===== src/rtl/hazard_stall_ctrl.sv =====
// Pipeline stall/flush controller: Tuse/Tnew data-hazard detection, mult/div busy
// sequencing, and a saturating stall-cycle counter for performance readback.

module hazard_stall_ctrl_chk (
    input logic clk,
    input logic reset,
    input logic E_md_start,
    input logic md_busy
);

    // A new mult/div start while the unit is busy means D failed to stall.
    md_start_while_busy: assert property (@(posedge clk) disable iff (reset)
        !(E_md_start && md_busy))
        else $error("hazard_stall_ctrl: E_md_start while md_busy, start ignored");

endmodule

module hazard_stall_ctrl #(
    parameter int MULT_CYC = 5,
    parameter int DIV_CYC  = 10,
    parameter int CNT_W    = 32
) (
    input  logic             clk,
    input  logic             reset,
    input  logic [4:0]       D_rs,
    input  logic [4:0]       D_rt,
    input  logic [1:0]       D_tuse_rs,
    input  logic [1:0]       D_tuse_rt,
    input  logic             D_is_md,
    input  logic [4:0]       E_waddr,
    input  logic [1:0]       E_tnew,
    input  logic [4:0]       M_waddr,
    input  logic [1:0]       M_tnew,
    input  logic             E_md_start,
    input  logic             E_md_is_div,
    output logic             pc_we,
    output logic             d_we,
    output logic             e_flush,
    output logic             md_busy,
    output logic [CNT_W-1:0] stall_cnt
);

    localparam logic [3:0] MULT_LD = 4'(MULT_CYC);
    localparam logic [3:0] DIV_LD  = 4'(DIV_CYC);

    logic [3:0]       md_cnt_q, md_cnt_d;
    logic [CNT_W-1:0] stall_cnt_q, stall_cnt_d;
    logic             stall_rs, stall_rt, stall_md, stall;

    assign md_busy = (md_cnt_q != 4'd0);

    // Hazard detection; register 0 is never a real dependency.
    always_comb begin
        stall_rs = 1'b0;
        stall_rt = 1'b0;
        if (D_rs != 5'd0) begin
            stall_rs = ((D_rs == E_waddr) && (E_tnew > D_tuse_rs)) ||
                       ((D_rs == M_waddr) && (M_tnew > D_tuse_rs));
        end else begin
            stall_rs = 1'b0;
        end
        if (D_rt != 5'd0) begin
            stall_rt = ((D_rt == E_waddr) && (E_tnew > D_tuse_rt)) ||
                       ((D_rt == M_waddr) && (M_tnew > D_tuse_rt));
        end else begin
            stall_rt = 1'b0;
        end
        stall_md = D_is_md && (md_busy || E_md_start);
        if (reset) begin
            stall = 1'b0;
        end else begin
            stall = stall_rs | stall_rt | stall_md;
        end
    end

    assign pc_we   = ~stall;
    assign d_we    = ~stall;
    assign e_flush = stall;

    // Busy down-counter; a start while busy is ignored and the count runs on.
    always_comb begin
        md_cnt_d = md_cnt_q;
        if (E_md_start && !md_busy) begin
            md_cnt_d = E_md_is_div ? DIV_LD : MULT_LD;
        end else if (md_busy) begin
            md_cnt_d = md_cnt_q - 4'd1;
        end else begin
            md_cnt_d = md_cnt_q;
        end
    end

    // Saturating stall-cycle counter, one increment per stalled cycle.
    always_comb begin
        stall_cnt_d = stall_cnt_q;
        if (stall && (stall_cnt_q != {CNT_W{1'b1}})) begin
            stall_cnt_d = stall_cnt_q + {{(CNT_W-1){1'b0}}, 1'b1};
        end else begin
            stall_cnt_d = stall_cnt_q;
        end
    end

    // State registers with synchronous reset.
    always_ff @(posedge clk) begin
        if (reset) begin
            md_cnt_q    <= 4'd0;
            stall_cnt_q <= {CNT_W{1'b0}};
        end else begin
            md_cnt_q    <= md_cnt_d;
            stall_cnt_q <= stall_cnt_d;
        end
    end

    assign stall_cnt = stall_cnt_q;

`ifndef SYNTHESIS
    hazard_stall_ctrl_chk u_chk (
        .clk        (clk),
        .reset      (reset),
        .E_md_start (E_md_start),
        .md_busy    (md_busy)
    );
`endif

endmodule


===== config.mk =====
export PLATFORM = sky130hd
export DESIGN_NAME = hazard_stall_ctrl
export DESIGN_NICKNAME = d
export VERILOG_FILES = /design/src/rtl/hazard_stall_ctrl.sv
export SDC_FILE = /design/constraint.sdc
export NUM_CORES = 1
export LEC_CHECK = 0
export BUFFER_PORTS_ARGS = -buffer_cell sky130_fd_sc_hd__buf_2
export CORE_MARGIN = 4
export CORE_UTILIZATION = 47
export DETAILED_ROUTE_END_ITERATION = 7
export GPL_ROUTABILITY_DRIVEN = 0
export GPL_TIMING_DRIVEN = 0
export PLACE_DENSITY_LB_ADDON = 0.12
export SKIP_LAST_GASP = 1
export SLEW_MARGIN = 0
export SYNTH_ARGS = -nofsm -noshare
export SYNTH_HDL_FRONTEND = slang
export SYNTH_HIERARCHICAL = 1
export SYNTH_SLANG_ARGS = --single-unit

===== constraint.sdc =====
create_clock -name clk -period 2.1 [get_ports clk]
set_input_delay 0.105 -clock clk [delete_from_list [all_inputs] [get_ports clk]]
set_output_delay 0.105 -clock clk [all_outputs]
set_load 0.01 [all_outputs]

==> results of run 1 <==
==> timing repair <==
| action | in CTS | in global routing |
|---|---|---|
| gates cloned | 1 | 0 |
| pin swaps | 9 | 5 |
| gates resized for setup | 20 | 14 |
| setup buffers | 14 | 6 |
| endpoints found under the setup margin | 35 | 35 |
==> Yosys cell counts, types with 2 or more instances <==
| cell type | n |
|---|---|
| or4_1 | 8 |
| nor4_1 | 3 |
| a211oi_1 | 3 |
| a21oi_1 | 10 |
| nor2b_1 | 5 |
| inv_1 | 12 |
| buf_2 | 2 |
| clkbuf_1 | 6 |
| o21ai_1 | 2 |
| o22ai_1 | 2 |
| or3_1 | 6 |
| nand3_1 | 22 |
| and4_1 | 3 |
| o21ai_0 | 7 |
| and2_1 | 5 |
| buf_6 | 3 |
| nand2_1 | 17 |
| and3_1 | 9 |
| nand4_1 | 12 |
| xor2_1 | 26 |
| a21oi_2 | 5 |
| o31ai_1 | 2 |
| xnor2_1 | 15 |
| dfxtp_1 | 36 |
| nor2_1 | 28 |
| ha_1 | 11 |
==> layout make-up <==
| cell class | instances | area, µm² | share of cell area, % |
|---|---|---|---|
| multi-input cells | 212 | 1505 | 48.59 |
| clock inverters | 2 | 35.03 | 1.131 |
| plain buffers | 12 | 80.08 | 2.585 |
| flip-flops and latches | 36 | 742.0 | 23.95 |
| inverters | 12 | 45.04 | 1.454 |
| clock buffers | 6 | 72.57 | 2.342 |
| repair buffers | 89 | 550.5 | 17.77 |
| well taps | 54 | 67.56 | 2.181 |
==> cells by family after synthesis <==
logic type               count (synthesis)  synth area share, %
AO/OA/AOI/OAI                           34                9.487
XOR/XNOR                                41                15.83
adder cells (fa/ha/maj)                 11                6.067
buffers and inverters                   25                5.901
flip-flops                              36                31.77
multiplexers                             1               0.4413
AND/OR/NAND/NOR                        125                30.50
==> how the worst max path moves through the flow <==
stage,start,to,cells past startpoint
after floorplan,stall_cnt[17],stall_cnt[15],10
after global placement,D_tuse_rt[1],stall_cnt[25],13
after detailed placement,D_tuse_rt[1],stall_cnt[4],13
after CTS,stall_cnt[6],stall_cnt[20],11
after global routing,stall_cnt[16],stall_cnt[26],10
final,stall_cnt[16],stall_cnt[26],10
==> flip-flops by register name, summed over array words and instances, names as in the netlist <==
register,count
stall_cnt,32
md_cnt_q,4
==> metal layers <==
layer	vias up	wire (µm)	global-route usage, %
met5	-	0	0
met4	0	64	5.338
met3	6	244	4.872
met2	44	3026	34.89
met1	1008	2773	25.73
li1	1154	-	-
==> worst reg2reg max path, delay by kind of cell, from the launching register on <==
kind / cells / cell delay (ns)
xor gates and xnor gates: 1 / 0.15
buffers and inverters: 2 / 0.27
DFF: 1 / 0.37
and+or+nand+nor: 7 / 1.15
==> power breakdown <==
group	switching, W	internal [W]
Clock	0.000259	0.000352
Combinational	0.000293	0.000210
Sequential	0.0000336	0.000725
==> metrics by stage <==
step	power, W	cell area, µm²	hold slack, ns	setup slack, ns	TNS [ns]
CTS	0.001857	3014	0.1082	-0.03019	-0.04904
detailed placement	0.001243	2693	0.4191	-0.2284	-4.312
floorplan	0.001095	2285	0.2552	0.003214	0
global placement	0.001237	2693	0.4105	-0.2231	-3.894
finish	0.001874	3098	0.1112	0.03278	0
global route	0.001973	3098	0.1187	-0.08719	-1.349
==> flow_summary.json, run 1 <==
{
  "skew_ns": 0.004917,
  "r2r_start": "stall_cnt[16]",
  "synth_seq_cells": 36,
  "dp.cells": 395,
  "drive_above_1_share_pct": 37.94,
  "tightest_slew_ns": 0.6995,
  "critPathLaunchType": "flop",
  "crit_arrival_ns": 2.23,
  "critPathBufInv": 2,
  "dieWidth_um": 77.47,
  "finalHoldViolCount": 0,
  "grt.total_usage_pct": 20.43,
  "final_period_minus_worst_setup_slack_ns": 2.067,
  "wirelength_mm": 6.109,
  "yosys_warnings": 6,
  "firstDrtPassIters": 4,
  "synthTopCellsByArea": "dfxtp_1 32%, xor2_1 10%, ha_1 6.1%",
  "antenna_found_initial": 0,
  "final_cell_mix": "69 x buf_2, 28 x nor2_1, 26 x xor2_1",
  "cts_hold_buf": 0,
  "crit_family": "simple AND/OR/NAND/NOR gates",
  "syn_inst": 273,
  "setup_violations": 0,
  "max_cap_violations": 0,
  "clk_pin_slew_ns": 0.07,
  "grt_pass1_vias": 2196,
  "syn_nets": 317,
  "synth_top_area_share_pct": 31.77,
  "io_pins": 69,
  "p_per_area_nw_per_um2": 604.8,
  "final_antenna_net_count": 0,
  "cts_tree": "done",
  "cp_common_cell": "buf_4",
  "async_flop_share_pct": 0,
  "grt_max_degree": 12,
  "routed_via_density": 5.229,
  "mostFrequentLayoutCell": "buf_2",
  "drcViolationCount": 0,
  "synth-main-ff-cell": "dfxtp_1",
  "dp_hpwl_mm": 4.174,
  "r2r_end": "stall_cnt[26]",
  "crit_slowest_cell": "dfxtp_2",
  "yosysUniqueCellTypes": 39,
  "synth.avg_cell_area_um2": 8.309,
  "cts_root_buf": "clkbuf_8",
  "critPathKind": "flop to flop",
  "std_cell_rows": 25,
  "grt_pass1_wl_mm": 9.956,
  "clockBufferDepth": 2,
  "period_share_pct": 98.44,
  "holdPathEnd": "md_cnt_q[3]",
  "vias": 2212,
  "required_ns": 2.27,
  "area_delta_synth_final_pct": 36.57,
  "first_iter_violations": 53,
  "clk_latency_ns": 0.29,
  "outcome": "finished clean",
  "cpPeakStageDelay_ns": 0.37,
  "cts.sinks": 36,
  "hold_depth": 3,
  "p_leak_nw": 1.388,
  "numCtsBuffers": 5,
  "fin_util_pct": 66.03,
  "ff2ff_setup_slack_ns": 0.03,
  "antennaDiodeCount": 0,
  "vdd_drop_max_uv": 445.9,
  "final-max-slew-violation-count": 0,
  "dieArea_um2": 6002,
  "slew_headroom_pct": 53.37,
  "critPathCaptureType": "flop",
  "io_buffers": 68,
  "rsz0062_at_grt": "true",
  "overflow": 0,
  "core_area_um2": 4692,
  "start_util_pct": 48.35,
  "synth_edf_count": 0,
  "worstPathMaxFanout": 4,
  "wire_per_inst_um": 14.44,
  "layout.nets": 412,
  "synth_area_um2": 2268,
  "fin_cells": 423,
  "hold_class": "input port to flop",
  "fillCellCount": 401,
  "crit_chain": "and2_4 > nand4_1 > nor3_4 > nand2_2 > buf_4 > buf_4 > nor3b_2 > nand3_1 > xor2_1 > nor2_1",
  "max_freq_mhz": 483.7,
  "die_h_um": 77.47,
  "reg2reg_depth": 10,
  "yosys.area.top_type": "dfxtp_1",
  "h-tree-depth": 2,
  "hold_start": "E_md_is_div",
  "ys_seq_area_share_pct": 31.77
}
No activity file was read; power rests on OpenSTA's default activity.
==> inputs of run 2 (changes only) <==
Settings changed: PLACE_DENSITY set to 0.77, PLACE_DENSITY_LB_ADDON 0.12 to unset.
==> run 2 against run 1 <==
The flow now finishes with violations (negative setup slack); clock skew rose by 0.0013 ns; power rose by 4.0%; register-to-register slack got worse by 0.11 ns; sequential power rose by 0.7%; largest cell class unchanged.
==> flow_summary.json, run 2 (synthesis gave the netlist of run 1 again) <==
{
  "period_share_pct": 103.4,
  "cts_tree": "done",
  "setup_violations": 15,
  "swShare_pct": 32.15,
  "skew_ns": 0.006188,
  "area_delta_synth_final_pct": 40.04,
  "io_pins": 69,
  "pwr-share-seq_pct": 39.1,
  "antenna_found_initial": 0,
  "clkPwrFrac_pct": 31.7,
  "cpPeakStageDelay_ns": 0.45,
  "wire_per_inst_um": 16.28,
  "crit_chain": "and2_4 > and3_4 > and3_4 > nand3_2 > or3_1 > buf_6 > nand4_4 > buf_12 > buf_6 > or4_1 > nand2_1",
  "slew_headroom_pct": 55.23,
  "final-max-slew-violation-count": 0,
  "clk_pin_slew_ns": 0.08,
  "cts.sinks": 36,
  "layout.nets": 413,
  "std_cell_rows": 25,
  "overflow": 0,
  "violations": "negative setup slack",
  "numCtsBuffers": 5,
  "power.total_w": 0.001949,
  "finalHoldViolCount": 0,
  "firstDrtPassIters": 7,
  "die_h_um": 77.47,
  "grt_pass1_wl_mm": 10.55,
  "dieArea_um2": 6002,
  "dp_hpwl_mm": 4.375,
  "max_cap_violations": 0,
  "crit_arrival_ns": 2.41,
  "io_buffers": 68,
  "wirelength_mm": 6.901,
  "fin_area_um2": 3177,
  "grt_pass1_vias": 2353,
  "cts_root_buf": "clkbuf_8",
  "grt_max_degree": 13,
  "final_period_minus_worst_setup_slack_ns": 2.172,
  "tightest_slew_ns": 0.6715,
  "place_area_um2": 2693,
  "fillCellCount": 366,
  "p_per_area_nw_per_um2": 613.6,
  "mostFrequentLayoutCell": "buf_2",
  "start_util_pct": 48.35,
  "critPathCaptureType": "flop",
  "final_cell_mix": "69 x buf_2, 28 x nor2_1, 26 x xor2_1, 26 x dfxtp_1, 16 x buf_4",
  "clk_latency_ns": 0.29,
  "antennaDiodeCount": 0,
  "drcViolationCount": 0,
  "vdd_drop_max_uv": 483.8,
  "hold_class": "input port to flop",
  "first_iter_violations": 88,
  "largest_reg_flops": 32,
  "combPwrFrac_pct": 29.2,
  "grt.total_usage_pct": 21.56,
  "p_leak_nw": 1.391,
  "worstPathMaxFanout": 8,
  "critPathLaunchType": "flop",
  "hold_depth": 3,
  "core_area_um2": 4692,
  "critPathKind": "flop to flop",
  "required_ns": 2.34,
  "switchingPower_w": 0.0006268,
  "vias": 2427,
  "crit_slowest_cell": "or4_1",
  "final_antenna_net_count": 0,
  "outcome": "finished with violations",
  "clockBufferDepth": 2,
  "h-tree-depth": 2,
  "max_freq_mhz": 460.3,
  "rsz0062_at_grt": "true",
  "worst_slack_ns": -0.07234,
  "routed_via_density": 5.724,
  "pre_cts_ws_ns": -0.3975,
  "drive_above_1_share_pct": 41.89,
  "p_int_w": 0.001323,
  "reg2reg_depth": 11,
  "whs_ns": 0.1098,
  "dieWidth_um": 77.47
}
==> run 2: cell count changes in the layout (fill, tap and decap cells not counted), sizes merged <==
cell	previous run	this run
buf	95	94
clkbuf	12	13
clkinvlp	0	1
==> run 2: path summary, 6_finish.rpt <==
kind,startpoint,endpoint,slack (ns)
setup / recovery,stall_cnt[24],stall_cnt[17],-0.07
hold / removal,E_md_is_div,md_cnt_q[3],0.11
setup reg to reg,stall_cnt[24],stall_cnt[17],-0.07
hold reg to reg,stall_cnt[19],stall_cnt[19],0.50
==> run 2: power groups by stage <==
stage | Combinational [W] | Sequential (W) | Clock, W
after floorplan | 0.000316 | 0.000779 | 0
after CTS | 0.000522 | 0.000763 | 0.000622
after global placement | 0.000461 | 0.000777 | 0
final | 0.000569 | 0.000763 | 0.000618
after detailed placement | 0.000478 | 0.000779 | 0
after global routing | 0.000638 | 0.000771 | 0.000656
==> run 2: area by class of cell <==
| cell class | count | area (µm²) | area share [%] |
|---|---|---|---|
| multi-input combinational | 212 | 1569 | 49.39 |
| sequential | 36 | 733.2 | 23.08 |
| timing repair buffer | 89 | 555.5 | 17.49 |
| buffer | 13 | 95.09 | 2.993 |
| clock buffer | 5 | 68.82 | 2.166 |
| tap | 54 | 67.56 | 2.127 |
| inverter | 12 | 45.04 | 1.418 |
| clock inverter | 3 | 42.54 | 1.339 |
==> run 2: per-layer routing <==
| layer | track usage (%) | vias to the layer above | wire length [µm] |
|---|---|---|---|
| met3 | 5.104 | 23 | 533 |
| met1 | 25.32 | 1136 | 2768 |
| li1 | - | 1157 | - |
| met2 | 37.74 | 111 | 3381 |
| met4 | 8.363 | 0 | 216 |
| met5 | 0 | - | 0 |
==> run 2: per-stage QoR <==
step	TNS, ns	utilization (%)	cells
4_1_cts	0	64.61	420
3_3_place_gp	-6.426	57.39	395
6_report	-0.5158	67.71	424
5_1_grt	-3.636	67.71	424
3_5_place_dp	-8.027	57.39	395
2_1_floorplan	0	-	273
==> run 2: repair_timing <==
| action | 4_1_cts | 5_1_grt |
|---|---|---|
| hold endpoints to repair | 0 | 0 |
| hold buffers | 0 | 0 |
| setup buffers | 16 | 4 |
| gates resized for setup | 20 | 26 |
| setup endpoints to repair | 35 | 31 |
| gates cloned | 1 | 1 |
| pin swaps | 8 | 23 |
==> run 2: critical path, delay by kind of cell (launching register included) <==
family	cells	cell delay, ns
simple gates	8	1.33
flops	1	0.35
buf+inv	3	0.43
